--- config.mk ---
export PLATFORM = sky130hd
export DESIGN_NAME = sens_hispi_dly_seq
export DESIGN_NICKNAME = d
export VERILOG_FILES = /design/src/rtl/sens_hispi_dly_seq_pkg.sv /design/src/rtl/sens_hispi_dly_seq.sv
export SDC_FILE = /design/constraint.sdc
export NUM_CORES = 1
export LEC_CHECK = 0
export ABC_AREA = 1
export CAP_MARGIN = 40
export CORE_MARGIN = 2
export CORE_UTILIZATION = 35
export DETAILED_ROUTE_END_ITERATION = 8
export SYNTH_ARGS = -nofsm -noshare
export SYNTH_HDL_FRONTEND = slang
export SYNTH_SLANG_ARGS = --single-unit
--- constraint.sdc ---
create_clock -name i_mclk -period 1.9 [get_ports i_mclk]
set_input_delay 0.38 -clock i_mclk [delete_from_list [all_inputs] [get_ports i_mclk]]
set_output_delay 0.38 -clock i_mclk [all_outputs]
set_load 0.02 [all_outputs]
--- src/rtl/sens_hispi_dly_seq_pkg.sv ---
// Shared command codes and sequencer state encoding for the HiSPi delay/phase sequencer.
package sens_hispi_dly_seq_pkg;

  localparam logic [2:0] CMD_LANE0    = 3'd0;
  localparam logic [2:0] CMD_LANE1    = 3'd1;
  localparam logic [2:0] CMD_LANE2    = 3'd2;
  localparam logic [2:0] CMD_LANE3    = 3'd3;
  localparam logic [2:0] CMD_PHASE    = 3'd4;
  localparam logic [2:0] CMD_MMCM_RST = 3'd5;
  localparam logic [2:0] CMD_CLR_ERR  = 3'd6;

  typedef enum logic [2:0] {
    ST_IDLE    = 3'd0,
    ST_LN_SET  = 3'd1,
    ST_LN_LD   = 3'd2,
    ST_PH_SET  = 3'd3,
    ST_PH_WAIT = 3'd4,
    ST_MM_RST  = 3'd5,
    ST_MM_LOCK = 3'd6
  } state_t;

  function automatic logic is_lane_cmd(input logic [2:0] addr);
    return (addr <= CMD_LANE3);
  endfunction

endpackage

--- src/rtl/sens_hispi_dly_seq.sv ---
// Coalesces software delay/phase/MMCM-reset requests and replays them one at a time
// over the shared dly_data bus towards the HiSPi receiver.
module sens_hispi_dly_seq
  import sens_hispi_dly_seq_pkg::*;
#(
  parameter int HISPI_NUMLANES = 4,
  parameter int RST_CYCLES     = 16,
  parameter int PS_MIN         = 4,
  parameter int TMO_WIDTH      = 16,
  parameter int PS_TIMEOUT     = 1000,
  parameter int LOCK_TIMEOUT   = 50000
) (
  input  logic                        i_mclk,
  input  logic                        i_mrst_n,
  input  logic                        i_cmd_we,
  input  logic [2:0]                  i_cmd_addr,
  input  logic [7:0]                  i_cmd_data,
  input  logic                        i_ps_rdy,
  input  logic                        i_locked,
  output logic [HISPI_NUMLANES*8-1:0] o_dly_data,
  output logic [HISPI_NUMLANES-1:0]   o_set_idelay,
  output logic                        o_ld_idelay,
  output logic                        o_set_clk_phase,
  output logic                        o_rst_mmcm,
  output logic                        o_busy,
  output logic                        o_done,
  output logic [HISPI_NUMLANES+1:0]   o_pending,
  output logic                        o_err_ps_tmo,
  output logic                        o_err_lock_tmo,
  output state_t                      o_state
);

  localparam int NL = HISPI_NUMLANES;
  localparam logic [TMO_WIDTH-1:0] C_RST_LAST  = TMO_WIDTH'(RST_CYCLES - 1);
  localparam logic [TMO_WIDTH-1:0] C_PS_MIN    = TMO_WIDTH'(PS_MIN);
  localparam logic [TMO_WIDTH-1:0] C_PS_LAST   = TMO_WIDTH'(PS_TIMEOUT - 1);
  localparam logic [TMO_WIDTH-1:0] C_LOCK_LAST = TMO_WIDTH'(LOCK_TIMEOUT - 1);

  // Valid/ready: a command is accepted on every clock where i_cmd_we=1 (always ready);
  // receiver-side strobes are single-cycle and never back-pressured.

  state_t               r_state;
  logic [TMO_WIDTH-1:0] r_cnt;
  logic [NL*8-1:0]      r_lane_shadow;
  logic [7:0]           r_ph_shadow;
  logic [NL-1:0]        r_pend_lane;
  logic                 r_pend_ph;
  logic                 r_pend_mmcm;
  logic [NL*8-1:0]      r_dly_data;
  logic [NL-1:0]        r_set_idelay;
  logic                 r_ld_idelay;
  logic                 r_set_clk_phase;
  logic                 r_rst_mmcm;
  logic                 r_done;
  logic                 r_err_ps_tmo;
  logic                 r_err_lock_tmo;

  logic [NL-1:0]        w_lane_we;
  logic [NL*8-1:0]      w_ph_dly;
  logic                 w_ph_we;
  logic                 w_mmcm_we;
  logic                 w_clr_we;

  function automatic logic [TMO_WIDTH-1:0] sat_inc(input logic [TMO_WIDTH-1:0] v);
    return (&v) ? v : v + 1'b1;
  endfunction

  always_comb begin
    w_lane_we = '0;
    for (int i = 0; i < NL; i++) begin
      if (i_cmd_we && is_lane_cmd(i_cmd_addr) && (i_cmd_addr == 3'(i))) w_lane_we[i] = 1'b1;
    end
    w_ph_we   = i_cmd_we && (i_cmd_addr == CMD_PHASE);
    w_mmcm_we = i_cmd_we && (i_cmd_addr == CMD_MMCM_RST);
    w_clr_we  = i_cmd_we && (i_cmd_addr == CMD_CLR_ERR);
    // Phase shares byte 0 with lane 0; upper lanes keep their shadows.
    w_ph_dly       = r_lane_shadow;
    w_ph_dly[7:0]  = r_ph_shadow;
  end

  // Statement order matters: FSM clears come before the command-write sets so a
  // same-cycle write keeps its pending bit, and the error clear precedes error sets.
  always_ff @(posedge i_mclk or negedge i_mrst_n) begin
    if (!i_mrst_n) begin
      r_state         <= ST_IDLE;
      r_cnt           <= '0;
      r_lane_shadow   <= '0;
      r_ph_shadow     <= '0;
      r_pend_lane     <= '0;
      r_pend_ph       <= 1'b0;
      r_pend_mmcm     <= 1'b0;
      r_dly_data      <= '0;
      r_set_idelay    <= '0;
      r_ld_idelay     <= 1'b0;
      r_set_clk_phase <= 1'b0;
      r_rst_mmcm      <= 1'b0;
      r_done          <= 1'b0;
      r_err_ps_tmo    <= 1'b0;
      r_err_lock_tmo  <= 1'b0;
    end else begin
      r_set_idelay    <= '0;
      r_ld_idelay     <= 1'b0;
      r_set_clk_phase <= 1'b0;
      r_done          <= 1'b0;

      if (w_clr_we) begin
        r_err_ps_tmo   <= 1'b0;
        r_err_lock_tmo <= 1'b0;
      end

      case (r_state)
        ST_IDLE: begin
          r_cnt <= '0;
          if (r_pend_mmcm) begin
            r_pend_mmcm <= 1'b0;
            r_rst_mmcm  <= 1'b1;
            r_state     <= ST_MM_RST;
          end else if (r_pend_ph && i_locked) begin
            r_state <= ST_PH_SET;
          end else if (|r_pend_lane) begin
            r_state <= ST_LN_SET;
          end
        end
        ST_LN_SET: begin
          r_dly_data   <= r_lane_shadow;
          r_set_idelay <= r_pend_lane;
          r_pend_lane  <= '0;
          r_state      <= ST_LN_LD;
        end
        ST_LN_LD: begin
          r_ld_idelay <= 1'b1;
          r_done      <= 1'b1;
          r_state     <= ST_IDLE;
        end
        ST_PH_SET: begin
          r_dly_data      <= w_ph_dly;
          r_set_clk_phase <= 1'b1;
          r_pend_ph       <= 1'b0;
          r_cnt           <= '0;
          r_state         <= ST_PH_WAIT;
        end
        ST_PH_WAIT: begin
          if ((r_cnt >= C_PS_MIN) && i_ps_rdy) begin
            r_done  <= 1'b1;
            r_state <= ST_IDLE;
          end else if (r_cnt >= C_PS_LAST) begin
            r_err_ps_tmo <= 1'b1;
            r_done       <= 1'b1;
            r_state      <= ST_IDLE;
          end else begin
            r_cnt <= sat_inc(r_cnt);
          end
        end
        ST_MM_RST: begin
          if (r_cnt >= C_RST_LAST) begin
            r_rst_mmcm <= 1'b0;
            r_cnt      <= '0;
            r_state    <= ST_MM_LOCK;
          end else begin
            r_cnt <= sat_inc(r_cnt);
          end
        end
        ST_MM_LOCK: begin
          if (i_locked) begin
            r_done  <= 1'b1;
            r_state <= ST_IDLE;
          end else if (r_cnt >= C_LOCK_LAST) begin
            r_err_lock_tmo <= 1'b1;
            r_done         <= 1'b1;
            r_state        <= ST_IDLE;
          end else begin
            r_cnt <= sat_inc(r_cnt);
          end
        end
        default: begin
          r_rst_mmcm <= 1'b0;
          r_state    <= ST_IDLE;
        end
      endcase

      for (int i = 0; i < NL; i++) begin
        if (w_lane_we[i]) begin
          r_lane_shadow[i*8 +: 8] <= i_cmd_data;
          r_pend_lane[i]          <= 1'b1;
        end
      end
      if (w_ph_we) begin
        r_ph_shadow <= i_cmd_data;
        r_pend_ph   <= 1'b1;
      end
      if (w_mmcm_we) r_pend_mmcm <= 1'b1;
    end
  end

  assign o_dly_data      = r_dly_data;
  assign o_set_idelay    = r_set_idelay;
  assign o_ld_idelay     = r_ld_idelay;
  assign o_set_clk_phase = r_set_clk_phase;
  assign o_rst_mmcm      = r_rst_mmcm;
  assign o_done          = r_done;
  assign o_err_ps_tmo    = r_err_ps_tmo;
  assign o_err_lock_tmo  = r_err_lock_tmo;
  assign o_pending       = {r_pend_mmcm, r_pend_ph, r_pend_lane};
  assign o_busy          = (r_state != ST_IDLE) || r_pend_mmcm || r_pend_ph || (|r_pend_lane);
  assign o_state         = r_state;

endmodule
# Word level (Yosys, flattened, before mapping)
# Cells that the tools add are included.
# classes
muxes	49
n_eq_ne	21
addsub	1
reduce_logical	31
bitwise_logic	1
n_lt_le_gt_ge	5
# ops
operator	n
16-bit two-way mux	6
16-bit one-hot mux with 4 select lines	1
32-bit one-hot mux with 2 select lines	1
1-bit two-way mux	28
3-bit two-way mux	8
3-bit equality test, second input constant	6
3-bit one-hot mux with 6 select lines	1
16-bit by 1-bit adder with 16-bit output, second input constant	1
16-bit by 10-bit >= comparator with 1-bit output, second input constant	1
16-bit >= comparator, second input constant	1
16-bit by 3-bit >= comparator with 1-bit output, second input constant	1
16-bit by 4-bit >= comparator with 1-bit output, second input constant	1
16-bit AND reduction	1
2-bit nonzero test	7
3-bit by 2-bit equality test with 1-bit output, second input constant	4
2-bit != test, second input constant	6
1-bit logical AND	10
4-bit two-way mux	2
3-bit by 1-bit equality test with 1-bit output, second input constant	2
3-bit logical NOT	2
3-bit != test, second input constant	2
1-bit one-hot mux with 3 select lines	2
5-bit AND reduction	1
5-bit OR reduction	1
other kinds (10)	12
# totals
output_inout_bits	52
wordCells	129
regBits	107

# Logic depth before layout (Yosys ltp)
# Gate-level depths: netlist of the first run.
# logic_depth
ltp_word	6
mapped_depth	12

# Worst setup path before layout of the first run
# No wires, ideal clock.
# synth_timing
path_kind	reg2out
from	register r_state[2], in the netlist o_state[2]
to	output port o_busy
stages_incl_launch_ff	6
path_slack_ns	0.288
required_time_ns	1.520
path_buffers	1
arrival_ns	1.232
path_cell_list	dfrtp_1 -> buf_4 -> nor2_1 -> nand2_1 -> inv_1 -> nand4_1
# synth_between
elab_chain_len	4
# synth_rtl
element	line_no	text
start: declaration	sens_hispi_dly_seq.sv:42	state_t r_state;
start signal: assignment	sens_hispi_dly_seq.sv:85	r_state <= ST_IDLE;
start signal: assignment	sens_hispi_dly_seq.sv:117	r_state <= ST_MM_RST;
start signal: assignment	sens_hispi_dly_seq.sv:119	r_state <= ST_PH_SET;
3-bit nonzero test	sens_hispi_dly_seq.sv:204	assign o_busy = (r_state != ST_IDLE) || r_pend_mmcm || r_pend_ph || (|r_pend_lane);
1-bit logical OR (3 in series)	sens_hispi_dly_seq.sv:204	
end: declaration	sens_hispi_dly_seq.sv:25	output logic o_busy,
# No other way between the ends.

# Worst setup path after layout of the first run
# layout_timing
from	register r_state[1], in the netlist o_state[1]
to	output port o_state[1]
# layout_rtl
element	line_no	text
end: declaration	sens_hispi_dly_seq.sv:30	output state_t o_state
# No word-level cell between the ends.

==> impl_metrics.sql, run 1 <==
INSERT INTO impl_metrics (metric_group, metric, value, unit) VALUES
('floorplan', 'initial_utilization', '35.53', '%'),
('grt', 'globalRoute.totalOverflow', '0', ''),
('timing', 'finalHoldViolations', '0', ''),
('timing', 'fmax', '549.3', 'MHz'),
('drt', 'postRouteAntennaNets', '0', ''),
('cts', 'clock_tree.buffer_depth', '2', ''),
('drt', 'post_drt_via_cell_ratio', '4.781', ''),
('power_and_ir_drop', 'swShare', '38.15', '%'),
('floorplan', 'chipWidth', '122.2', 'µm'),
('placed_design', 'place_congestion', '0.8963', ''),
('critical_path', 'crit-reg2reg-capture', 'r_cnt[9]', ''),
('timing', 'tightest_slew', '0.5830', 'ns'),
('floorplan', 'row_count', '43', ''),
('cts', 'cts_tree', 'done', ''),
('timing', 'final.setup.worst_slack', '0.07943', 'ns'),
('power_and_ir_drop', 'power.switching', '3.362', 'mW'),
('grt', 'globalRouteMet1Util', '23.94', '%'),
('yosys', 'synth_seq_area_share', '54.72', '%'),
('final_layout', 'final_layout_size_suffix_gt1_share', '9.551', '%'),
('timing', 'fin_skew', '0.01442', 'ns'),
('timing', 'timing_max_transition_violations_final', '0', ''),
('cts', 'cts_buffers', '9', ''),
('power_and_ir_drop', 'power_frac_clock', '22.2', '%'),
('floorplan', 'core_region_area', '0.01377', 'mm²'),
('critical_path', 'rrSetupSlack', '0.10', 'ns'),
('grt', 'first_pass_grt_wire_length', '20010', 'µm'),
('yosys', 'syn_area', '0.004893', 'mm²'),
('floorplan', 'die_area', '0.01494', 'mm²'),
('floorplan', 'chipHeight', '122.2', 'µm'),
('timing', 'setup_repair_after_global_routing_missed_its_margin', 'yes', ''),
('critical_path', 'critPathCaptureType', 'output port', ''),
('final_layout', 'number_of_nets_in_the_layout', '704', ''),
('placed_design', 'preCtsSetupSlack', '0.007801', 'ns'),
('drt', 'dr.pass1.iters', '6', ''),
('cts', 'htree_num_levels', '3', ''),
('timing', 'final_period_minus_worst_setup_slack', '1.821', 'ns'),
('drt', 'postRouteWirelength', '12170', 'µm'),
('drt', 'vias', '4164', ''),
('grt', 'grt_pass1_vias', '4001', ''),
('final_layout', 'num_antenna_cells', '0', ''),
('drt', 'drcViolationCount', '0', ''),
('critical_path', 'crit_type', 'register to output port', ''),
('yosys', 'netlist-cell-type-count', '28', ''),
('final_layout', 'fillCellCount', '1403', ''),
('grt', 'use_met3', '3.439', '%'),
('yosys', 'avgSynthCellArea', '8.075', 'µm²'),
('cts', 'worst_setup_hold_path_clk_slew', '0.08', 'ns'),
('hold_path', 'hp-class', 'primary input to async pin', ''),
('timing', 'worst_hold_slack', '0.06504', 'ns'),
('power_and_ir_drop', 'vdd_drop_max', '676.5', 'µV'),
('critical_path', 'crit_required', '1.52', 'ns'),
('critical_path', 'rr_worst_depth', '11', ''),
('cts', 'cts_setup_buffers', '0', ''),
('outcome', 'run_status', 'finished, final reports clean', ''),
('grt', 'global_route.usage.total', '17.04', '%'),
('critical_path', 'setup.worst_path.start_class', 'register', ''),
('cts', 'clk_latency', '0.35', 'ns'),
('critical_path', 'worst-path-max-fanout', '4', ''),
('critical_path', 'worst_r2r_startpoint', 'o_state[1]', ''),
('grt', 'gr-usage-met2', '26.32', '%'),
('timing', 'min_period_over_period', '95.82', '%'),
('yosys', 'ys_seq_elements', '107', ''),
('placed_design', 'port_buffers', '67', ''),
('timing', 'setup_total_negative_slack', '0', 'ns'),
('job', 'drv_cap', '0', ''),
('grt', 'largest_net_degree_at_the_start_of_global_routing', '108', ''),
('cts', 'clkSinkCount', '107', ''),
('power_and_ir_drop', 'static_leak', '3.070', 'nW'),
('cts', 'root_buffer', 'sky130_fd_sc_hd__clkbuf_16', ''),
('power_and_ir_drop', 'share_of_total_power_in_combinational_logic', '40.0', '%'),
('final_layout', 'area.growth.synth_to_final', '26.41', '%');
==> per-stage QoR <==
stage / total power, mW / instance area (µm²) / instances / utilization, %
floorplan: 5.271 / 4893 / 606 / -
global placement: 6.829 / 5849 / 854 / 42.47
detailed placement: 6.890 / 5849 / 854 / 42.47
CTS: 8.851 / 6153 / 870 / 44.68
global route: 9.370 / 6186 / 871 / 44.91
finish: 8.813 / 6186 / 871 / 44.91
==> power groups by stage <==
stage	clock (mW)	sequential [mW]	combinational, mW
floorplan	0	3.88	1.39
global placement	0	3.36	3.47
detailed placement	0	3.38	3.51
CTS	1.99	3.35	3.52
global route	2.09	3.42	3.85
finish	1.95	3.34	3.52
==> cell families (layout without fill, tap and decap cells) <==
logic type                 after synthesis  count (layout)  share of synthesized area [%]
adders and majority gates                2               2                         0.5113
buffers and inverters                   71             155                          6.136
AOI/OAI and AO/OA                       65              65                          6.801
xor gates and xnor gates                 2               2                         0.3580
and+or+nand+nor                        359             360                          31.48
DFF                                    107             107                          54.72
==> flip-flops by register name, summed over array words and instances (netlist names) <==
signal / cells
r_pend_lane: 4
r_pend_ph: 1
r_lane_shadow: 32
o_set_idelay: 4
o_err_lock_tmo: 1
o_state: 3
o_dly_data: 32
o_done: 1
r_pend_mmcm: 1
o_set_clk_phase: 1
o_err_ps_tmo: 1
r_cnt: 16
o_ld_idelay: 1
o_rst_mmcm: 1
r_ph_shadow: 8
==> metal layers <==
metal  routed length (µm)  part of all wire, %
met5                    0                    0
met4                  198                  1.6
met3                  669                  5.5
met2                 5746                   47
met1                 5560                   46
==> repair_timing <==
action / in CTS / in global routing
pin swaps: 0 / 0
gates resized for setup: 5 / 5
gates cloned: 0 / 1
hold buffers: 0 / 0
setup endpoints to repair: 2 / 18
==> cell type report <==
| type | count | area (µm²) | area share [%] |
|---|---|---|---|
| Tap cell | 180 | 225.2 | 3.641 |
| Multi-Input combinational cell | 429 | 1948 | 31.49 |
| Timing Repair Buffer | 85 | 822.0 | 13.29 |
| Inverter | 54 | 202.7 | 3.277 |
| Sequential cell | 107 | 2678 | 43.28 |
| Clock inverter | 6 | 81.33 | 1.315 |
| Clock buffer | 10 | 229.0 | 3.701 |
==> cell usage in the layout, fill, tap and decap left out, types with 2 or more instances in the layout <==
cell / n
sky130_fd_sc_hd__nand4_1: 6
sky130_fd_sc_hd__inv_1: 48
sky130_fd_sc_hd__inv_2: 5
sky130_fd_sc_hd__nor2_4: 6
sky130_fd_sc_hd__nand3_2: 3
sky130_fd_sc_hd__nand2_1: 239
sky130_fd_sc_hd__o21ai_0: 55
sky130_fd_sc_hd__nand2_2: 6
sky130_fd_sc_hd__clkbuf_16: 9
sky130_fd_sc_hd__a21oi_1: 7
sky130_fd_sc_hd__xor2_1: 2
sky130_fd_sc_hd__buf_12: 2
sky130_fd_sc_hd__nand2_4: 2
sky130_fd_sc_hd__clkdlybuf4s50_1: 64
sky130_fd_sc_hd__nor2_1: 49
sky130_fd_sc_hd__nor3_1: 7
sky130_fd_sc_hd__buf_4: 17
sky130_fd_sc_hd__inv_6: 3
sky130_fd_sc_hd__nor2_2: 4
sky130_fd_sc_hd__dfrtp_1: 107
sky130_fd_sc_hd__nand3_1: 32
==> cells in the mapped netlist <==
| master | number | area (µm²) |
|---|---|---|
| sky130_fd_sc_hd__nand2_1 | 240 | 900.9 |
| sky130_fd_sc_hd__dfrtp_1 | 107 | 2678 |
| sky130_fd_sc_hd__ha_1 | 2 | 25.02 |
| sky130_fd_sc_hd__o21a_1 | 1 | 7.510 |
| sky130_fd_sc_hd__inv_1 | 48 | 180.2 |
| sky130_fd_sc_hd__nand4_4 | 1 | 21.27 |
| sky130_fd_sc_hd__nand4_1 | 6 | 37.54 |
| sky130_fd_sc_hd__clkbuf_1 | 11 | 41.29 |
| sky130_fd_sc_hd__o21ai_1 | 1 | 5.000 |
| sky130_fd_sc_hd__nand3_1 | 33 | 165.2 |
| sky130_fd_sc_hd__nor2_1 | 50 | 187.7 |
| sky130_fd_sc_hd__o21ai_0 | 55 | 275.3 |
| sky130_fd_sc_hd__nor2_2 | 3 | 18.77 |
| sky130_fd_sc_hd__nor3_1 | 7 | 35.03 |
| sky130_fd_sc_hd__nand2_4 | 2 | 22.52 |
| sky130_fd_sc_hd__or2_0 | 1 | 6.260 |
| sky130_fd_sc_hd__clkinv_1 | 1 | 3.750 |
| sky130_fd_sc_hd__a21oi_1 | 7 | 35.03 |
| sky130_fd_sc_hd__inv_2 | 5 | 18.77 |
| sky130_fd_sc_hd__nand2_2 | 5 | 31.28 |
| sky130_fd_sc_hd__a32o_1 | 1 | 10.01 |
| sky130_fd_sc_hd__nor2_4 | 6 | 67.56 |
| sky130_fd_sc_hd__nor3_2 | 1 | 10.01 |
| sky130_fd_sc_hd__nand3_2 | 3 | 30.03 |
| sky130_fd_sc_hd__buf_4 | 3 | 22.52 |
| sky130_fd_sc_hd__or2_1 | 1 | 6.260 |
| sky130_fd_sc_hd__buf_6 | 3 | 33.78 |
| sky130_fd_sc_hd__xor2_1 | 2 | 17.52 |
==> critical path, stage by stage, from the launching register on <==
cell,delay [ns]
sky130_fd_sc_hd__dfrtp_1,0.35
sky130_fd_sc_hd__buf_4,0.14
sky130_fd_sc_hd__clkdlybuf4s50_1,0.61
==> how the worst max path moves through the flow <==
stage,to,slack [ns],cells past startpoint
detailed placement,o_state[0],0.008,7
finish,o_state[1],0.08,2
global route,r_cnt[15],-0.02,11
CTS,o_state[1],0.07,2
floorplan,o_busy,0.29,5
global placement,o_state[2],0.06,8
No activity file was read; power rests on OpenSTA's default activity.
==> run 2: changes to the inputs <==
Settings changed: HOLD_SLACK_MARGIN set to 0.03.
Clock period 1.9 ns to 2.4 ns, I/O delays scaled along.
==> run 2 against run 1 <==
Net effect:
- die area stayed put
- critical endpoint is now o_busy
- hold slack improved by 0.014 ns
- power is 20% lower
- largest cell class unchanged
==> impl_metrics.sql, run 2 (synthesized netlist as in run 1, its figures left out) <==
INSERT INTO impl_metrics (metric_group, metric, value, unit) VALUES
('outcome', 'run_status', 'finished, final reports clean', ''),
('grt', 'largest_net_degree_at_the_start_of_global_routing', '51', ''),
('cts', 'clk_latency', '0.35', 'ns'),
('grt', 'globalRoute.totalOverflow', '0', ''),
('hold_path', 'hp-class', 'primary input to async pin', ''),
('final_layout', 'fillCellCount', '1385', ''),
('final_layout', 'num_antenna_cells', '0', ''),
('critical_path', 'crit_required', '1.92', 'ns'),
('cts', 'holdBufCountCts', '0', ''),
('cts', 'htree_num_levels', '3', ''),
('cts', 'cts_buffers', '9', ''),
('critical_path', 'worst-path-max-fanout', '5', ''),
('placed_design', 'place_congestion', '0.9120', ''),
('final_layout', 'layout_common_cells', 'sky130_fd_sc_hd__nand2_1, sky130_fd_sc_hd__dfrtp_1, sky130_fd_sc_hd__clkdlybuf4s50_1', ''),
('cts', 'worst_setup_hold_path_clk_slew', '0.07', 'ns'),
('power_and_ir_drop', 'share_of_total_power_in_combinational_logic', '38.0', '%'),
('critical_path', 'critPathCaptureType', 'output port', ''),
('timing', 'timing_max_transition_violations_final', '0', ''),
('grt', 'antenna_violations_before_repair', '0', ''),
('final_layout', 'area_of_the_multi_input_gates', '0.001918', 'mm²'),
('final_layout', 'seq_area', '0.002678', 'mm²'),
('power_and_ir_drop', 'seq_power_share', '37.7', '%'),
('cts', 'root_buffer', 'sky130_fd_sc_hd__clkbuf_16', ''),
('timing', 'fin_skew', '0.007116', 'ns'),
('cts', 'clock_tree.buffer_depth', '2', ''),
('power_and_ir_drop', 'power.density', '1150', 'mW/mm²'),
('grt', 'first_pass_grt_wire_length', '19950', 'µm'),
('critical_path', 'setup.worst_path.start_class', 'register', ''),
('timing', 'min_period_over_period', '92.71', '%'),
('final_layout', 'number_of_nets_in_the_layout', '691', ''),
('drt', 'drt_iter0_markers', '233', ''),
('drt', 'post_drt_via_cell_ratio', '4.739', ''),
('cts', 'cts_tree', 'done', ''),
('final_layout', 'area.growth.synth_to_final', '24.90', '%'),
('timing', 'slew_headroom', '63.72', '%'),
('grt', 'grt_pass1_vias', '3971', ''),
('power_and_ir_drop', 'vdd_drop_max', '571.2', 'µV'),
('drt', 'postRouteWirelength', '11990', 'µm'),
('floorplan', 'row_count', '43', ''),
('cts', 'cts_setup_buffers', '0', ''),
('power_and_ir_drop', 'power_frac_clock', '24.4', '%'),
('floorplan', 'core_region_area', '0.01377', 'mm²'),
('drt', 'postRouteAntennaNets', '0', ''),
('job', 'drv_cap', '0', ''),
('placed_design', 'port_buffers', '67', ''),
('grt', 'global_route.usage.total', '17.15', '%'),
('drt', 'avgRoutedWirePerCell', '13.99', 'µm'),
('placed_design', 'placedInstanceArea', '0.005767', 'mm²'),
('timing', 'final_period_minus_worst_setup_slack', '2.225', 'ns'),
('timing', 'setup_repair_after_global_routing_missed_its_margin', 'no', ''),
('drt', 'drcViolationCount', '0', ''),
('timing', 'tightest_slew', '0.5429', 'ns'),
('timing', 'setup_total_negative_slack', '0', 'ns'),
('placed_design', 'dp_hpwl', '8435', 'µm'),
('final_layout', 'post_route_cell_area', '0.006112', 'mm²'),
('drt', 'dr.pass1.iters', '6', ''),
('critical_path', 'crit_type', 'register to output port', ''),
('floorplan', 'die_area', '0.01494', 'mm²'),
('cts', 'clkSinkCount', '107', ''),
('timing', 'final-setup-viol-count', '0', ''),
('floorplan', 'chipWidth', '122.2', 'µm'),
('final_layout', 'final_layout_size_suffix_gt1_share', '7.238', '%'),
('timing', 'finalHoldViolations', '0', ''),
('power_and_ir_drop', 'internal-power', '4.434', 'mW'),
('floorplan', 'num_io_pins', '68', ''),
('power_and_ir_drop', 'swShare', '36.94', '%'),
('timing', 'fmax', '449.4', 'MHz'),
('drt', 'vias', '4061', ''),
('final_layout', 'leading_cell_type_in_the_layout_fill_and_taps_excluded', 'sky130_fd_sc_hd__nand2_1', ''),
('floorplan', 'chipHeight', '122.2', 'µm'),
('critical_path', 'rr_worst_depth', '10', ''),
('critical_path', 'worst-endpoint-arrival', '1.75', 'ns'),
('power_and_ir_drop', 'static_leak', '3.027', 'nW'),
('power_and_ir_drop', 'power.switching', '2.598', 'mW'),
('floorplan', 'initial_utilization', '35.53', '%');
run 2: final timing paths:
kind	startpoint	to	slack [ns]
setup / recovery	o_state[0]	o_busy	0.17
hold / removal	i_mrst_n	r_cnt[10]	0.08
setup reg to reg	r_cnt[0]	r_cnt[1]	0.36
hold reg to reg	o_dly_data[19]	o_dly_data[19]	0.47
max in group asynchronous	i_mrst_n	o_set_idelay[2]	1.64
min in group i_mclk	o_dly_data[19]	o_dly_data[19]	0.47
run 2: power groups by stage:
stage          sequential [mW]  combinational [mW]  clock (mW)
2_1_floorplan             3.07                1.10           0
3_3_place_gp              2.67                2.62           0
3_5_place_dp              2.68                2.68           0
4_1_cts                   2.65                2.70        1.75
5_1_grt                   2.72                2.94        1.81
6_report                  2.65                2.67        1.71
run 2: cell type report:
class / instances / share of cell area (%)
Clock buffer: 9 / 3.685
Multi-Input combinational cell: 428 / 31.38
Timing Repair Buffer: 73 / 12.18
Clock inverter: 6 / 1.945
Sequential cell: 107 / 43.81
Tap cell: 180 / 3.685
Inverter: 54 / 3.316
run 2: repair_timing:
item / CTS / global route
pin swaps: 0 / 0
endpoints found under the setup margin: 1 / 1
gates resized for setup: 1 / 1
run 2: critical path: stages (launching register included):
cell and delay [ns]:
sky130_fd_sc_hd__dfrtp_1 0.42, sky130_fd_sc_hd__inv_2 0.15, sky130_fd_sc_hd__nand2_1 0.10, sky130_fd_sc_hd__nor2_2 0.15
sky130_fd_sc_hd__nand2_1 0.11, sky130_fd_sc_hd__inv_1 0.06, sky130_fd_sc_hd__nand4_1 0.07, sky130_fd_sc_hd__dlygate4sd2_1 0.34
run 2: per-stage QoR:
stage	cells	hold slack, ns	setup slack (ns)	total power, mW	utilization (%)
final	857	0.07946	0.1749	7.031	44.38
after global routing	857	0.1171	0.01301	7.470	44.38
after CTS	857	0.09412	0.09315	7.095	44.36
after detailed placement	842	0.4572	0.2529	5.362	41.87
after global placement	841	0.4574	0.3021	5.288	41.67
after floorplan	606	0.1844	0.6882	4.173	-
run 2: layer usage:
| metal | track usage [%] | routed length, µm |
|---|---|---|
| met1 | 23.54 | 5695 |
| met2 | 26.98 | 5701 |
| met4 | 7.399 | 181 |
| met3 | 2.649 | 414 |
| met5 | 0 | 0 |
==> run 3: changes to the inputs <==
Settings changed: CORE_ASPECT_RATIO set to 0.9.
==> run 3 against run 2 <==
Net effect:
- via count is 1.1% higher
- power is 2.9% lower
- core utilization is 0.60 points higher
- clock power is 12% lower
- non-clock buffer count is 3 higher
- flip-flop and latch count stayed put
- fmax is 4.7% higher
==> impl_metrics.sql, run 3 (synthesized netlist as in run 1, its figures left out) <==
INSERT INTO impl_metrics (metric_group, metric, value, unit) VALUES
('drt', 'drcViolationCount', '0', ''),
('timing', 'setup_repair_after_global_routing_missed_its_margin', 'no', ''),
('final_layout', 'fillCellCount', '1306', ''),
('cts', 'cts_buffers', '9', ''),
('outcome', 'run_status', 'finished, final reports clean', ''),
('critical_path', 'endpoint', 'o_busy', ''),
('cts', 'cts_tree', 'done', ''),
('critical_path', 'critPathCaptureType', 'output port', ''),
('floorplan', 'chipHeight', '116.2', 'µm'),
('floorplan', 'core_region_area', '0.01351', 'mm²'),
('final_layout', 'layout_common_cells', 'sky130_fd_sc_hd__nand2_1, sky130_fd_sc_hd__dfrtp_1, sky130_fd_sc_hd__clkdlybuf4s50_1', ''),
('cts', 'clk_latency', '0.35', 'ns'),
('drt', 'post_drt_via_cell_ratio', '4.837', ''),
('cts', 'htree_num_levels', '3', ''),
('critical_path', 'worst_setup_path_startpoint', 'o_state[0]', ''),
('cts', 'cts_setup_buffers', '0', ''),
('critical_path', 'setup.worst_path.start_class', 'register', ''),
('critical_path', 'crit_type', 'register to output port', ''),
('final_layout', 'num_antenna_cells', '0', ''),
('grt', 'first_pass_grt_wire_length', '20040', 'µm'),
('grt', 'global_route.usage.total', '17.26', '%'),
('critical_path', 'worst-endpoint-arrival', '1.65', 'ns'),
('drt', 'postRouteWirelength', '12230', 'µm'),
('final_layout', 'area_of_the_multi_input_gates', '0.001916', 'mm²'),
('floorplan', 'row_count', '40', ''),
('critical_path', 'crit_required', '1.92', 'ns'),
('critical_path', 'worst-path-max-fanout', '5', ''),
('timing', 'worst_hold_slack', '0.4724', 'ns'),
('cts', 'worst_setup_hold_path_clk_slew', '0.07', 'ns'),
('floorplan', 'chipWidth', '128.6', 'µm'),
('placed_design', 'port_buffers', '67', ''),
('final_layout', 'area.growth.synth_to_final', '24.19', '%'),
('final_layout', 'fin_cells', '849', ''),
('hold_path', 'hp-class', 'register to register', ''),
('placed_design', 'dp_hpwl', '8845', 'µm'),
('power_and_ir_drop', 'static_leak', '3.022', 'nW'),
('timing', 'final.setup.worst_slack', '0.2742', 'ns'),
('final_layout', 'leading_cell_type_in_the_layout_fill_and_taps_excluded', 'sky130_fd_sc_hd__nand2_1', ''),
('final_layout', 'number_of_nets_in_the_layout', '694', ''),
('power_and_ir_drop', 'vdd_drop_max', '473.8', 'µV'),
('power_and_ir_drop', 'power.density', '1123', 'mW/mm²'),
('placed_design', 'post-place-cells', '832', ''),
('placed_design', 'preCtsSetupSlack', '0.2652', 'ns'),
('placed_design', 'place_congestion', '0.9212', ''),
('final_layout', 'seq_area', '0.002678', 'mm²'),
('floorplan', 'initial_utilization', '36.21', '%'),
('critical_path', 'crit-reg2reg-capture', 'r_cnt[14]', ''),
('drt', 'avgRoutedWirePerCell', '14.40', 'µm'),
('timing', 'setup_total_negative_slack', '0', 'ns'),
('timing', 'slew_headroom', '63.33', '%'),
('grt', 'globalRoute.totalOverflow', '0', ''),
('cts', 'clkSinkCount', '107', ''),
('floorplan', 'num_io_pins', '68', ''),
('final_layout', 'final_layout_size_suffix_gt1_share', '7.636', '%'),
('drt', 'vias', '4107', ''),
('critical_path', 'worst_r2r_startpoint', 'r_cnt[0]', ''),
('floorplan', 'die_area', '0.01494', 'mm²'),
('timing', 'min_period_over_period', '88.58', '%'),
('grt', 'largest_net_degree_at_the_start_of_global_routing', '45', ''),
('critical_path', 'rrSetupSlack', '0.33', 'ns'),
('critical_path', 'rr_worst_depth', '10', ''),
('drt', 'postRouteAntennaNets', '0', ''),
('drt', 'dr.pass1.iters', '5', ''),
('job', 'drv_cap', '0', ''),
('timing', 'fmax', '470.4', 'MHz'),
('timing', 'final_period_minus_worst_setup_slack', '2.126', 'ns'),
('timing', 'tightest_slew', '0.5486', 'ns'),
('timing', 'fin_skew', '0.006923', 'ns'),
('timing', 'finalHoldViolations', '0', ''),
('cts', 'root_buffer', 'sky130_fd_sc_hd__clkbuf_16', ''),
('grt', 'antenna_violations_before_repair', '0', ''),
('grt', 'grt_pass1_vias', '3947', ''),
('timing', 'final-setup-viol-count', '0', ''),
('cts', 'clock_tree.buffer_depth', '2', ''),
('final_layout', 'finish.utilization', '44.97', '%'),
('timing', 'timing_max_transition_violations_final', '0', ''),
('drt', 'drt_iter0_markers', '284', '');
[run 3: metrics by stage]
| step | instance area [µm²] | total power, mW |
|---|---|---|
| 6_report | 6077 | 6.827 |
| 5_1_grt | 6077 | 7.282 |
| 4_1_cts | 6081 | 6.914 |
| 3_5_place_dp | 5767 | 5.385 |
| 3_3_place_gp | 5739 | 5.300 |
| 2_1_floorplan | 4893 | 4.173 |
[run 3: worst min path at each step]
stage	start	end	depth (start not counted)
2_1_floorplan	i_mrst_n	o_dly_data[0]	0
3_3_place_gp	i_mrst_n	o_set_idelay[1]	1
3_5_place_dp	i_mrst_n	o_set_idelay[2]	1
4_1_cts	o_dly_data[12]	o_dly_data[12]	2
5_1_grt	o_dly_data[12]	o_dly_data[12]	2
6_report	o_dly_data[13]	o_dly_data[13]	2
[run 3: area by class of cell]
cell class / instances / area share, %
clock inverters: 6 / 1.091
flip-flops and latches: 107 / 44.06
clock buffers: 10 / 3.932
multi-input cells: 428 / 31.52
repair buffers: 76 / 12.60
well taps: 168 / 3.459
inverters: 54 / 3.335
[run 3: layer usage]
layer  global-route usage, %  vias up  wire, µm
li1                        -     2039         -
met1                   24.28     1944      5849
met2                   27.05      111      5631
met3                   3.252       13       613
met4                   5.870        0       133
met5                       0        -         0
[run 3: critical path, stage by stage (launching register included)]
cell and delay, ns:
sky130_fd_sc_hd__dfrtp_1 0.42, sky130_fd_sc_hd__inv_2 0.14, sky130_fd_sc_hd__nand2_1 0.09, sky130_fd_sc_hd__nor2_1 0.13, sky130_fd_sc_hd__nand2_1 0.11, sky130_fd_sc_hd__inv_1 0.07, sky130_fd_sc_hd__nand4_1 0.13, sky130_fd_sc_hd__clkbuf_2 0.20
[run 3: what timing repair did]
action / CTS / global route
hold buffers: 1 / 0
endpoints found under the hold margin: 17 / 0
gates resized for setup: 1 / 2
endpoints found under the setup margin: 1 / 1
[run 3: power breakdown]
part | total, mW | leakage (nW) | internal (mW) | switching, mW
Clock | 1.50 | 0.148 | 0.768 | 0.733
Sequential | 2.64 | 1.38 | 2.32 | 0.323
Combinational | 2.68 | 1.49 | 1.09 | 1.59
Total | 6.83 | 3.02 | 4.18 | 2.65
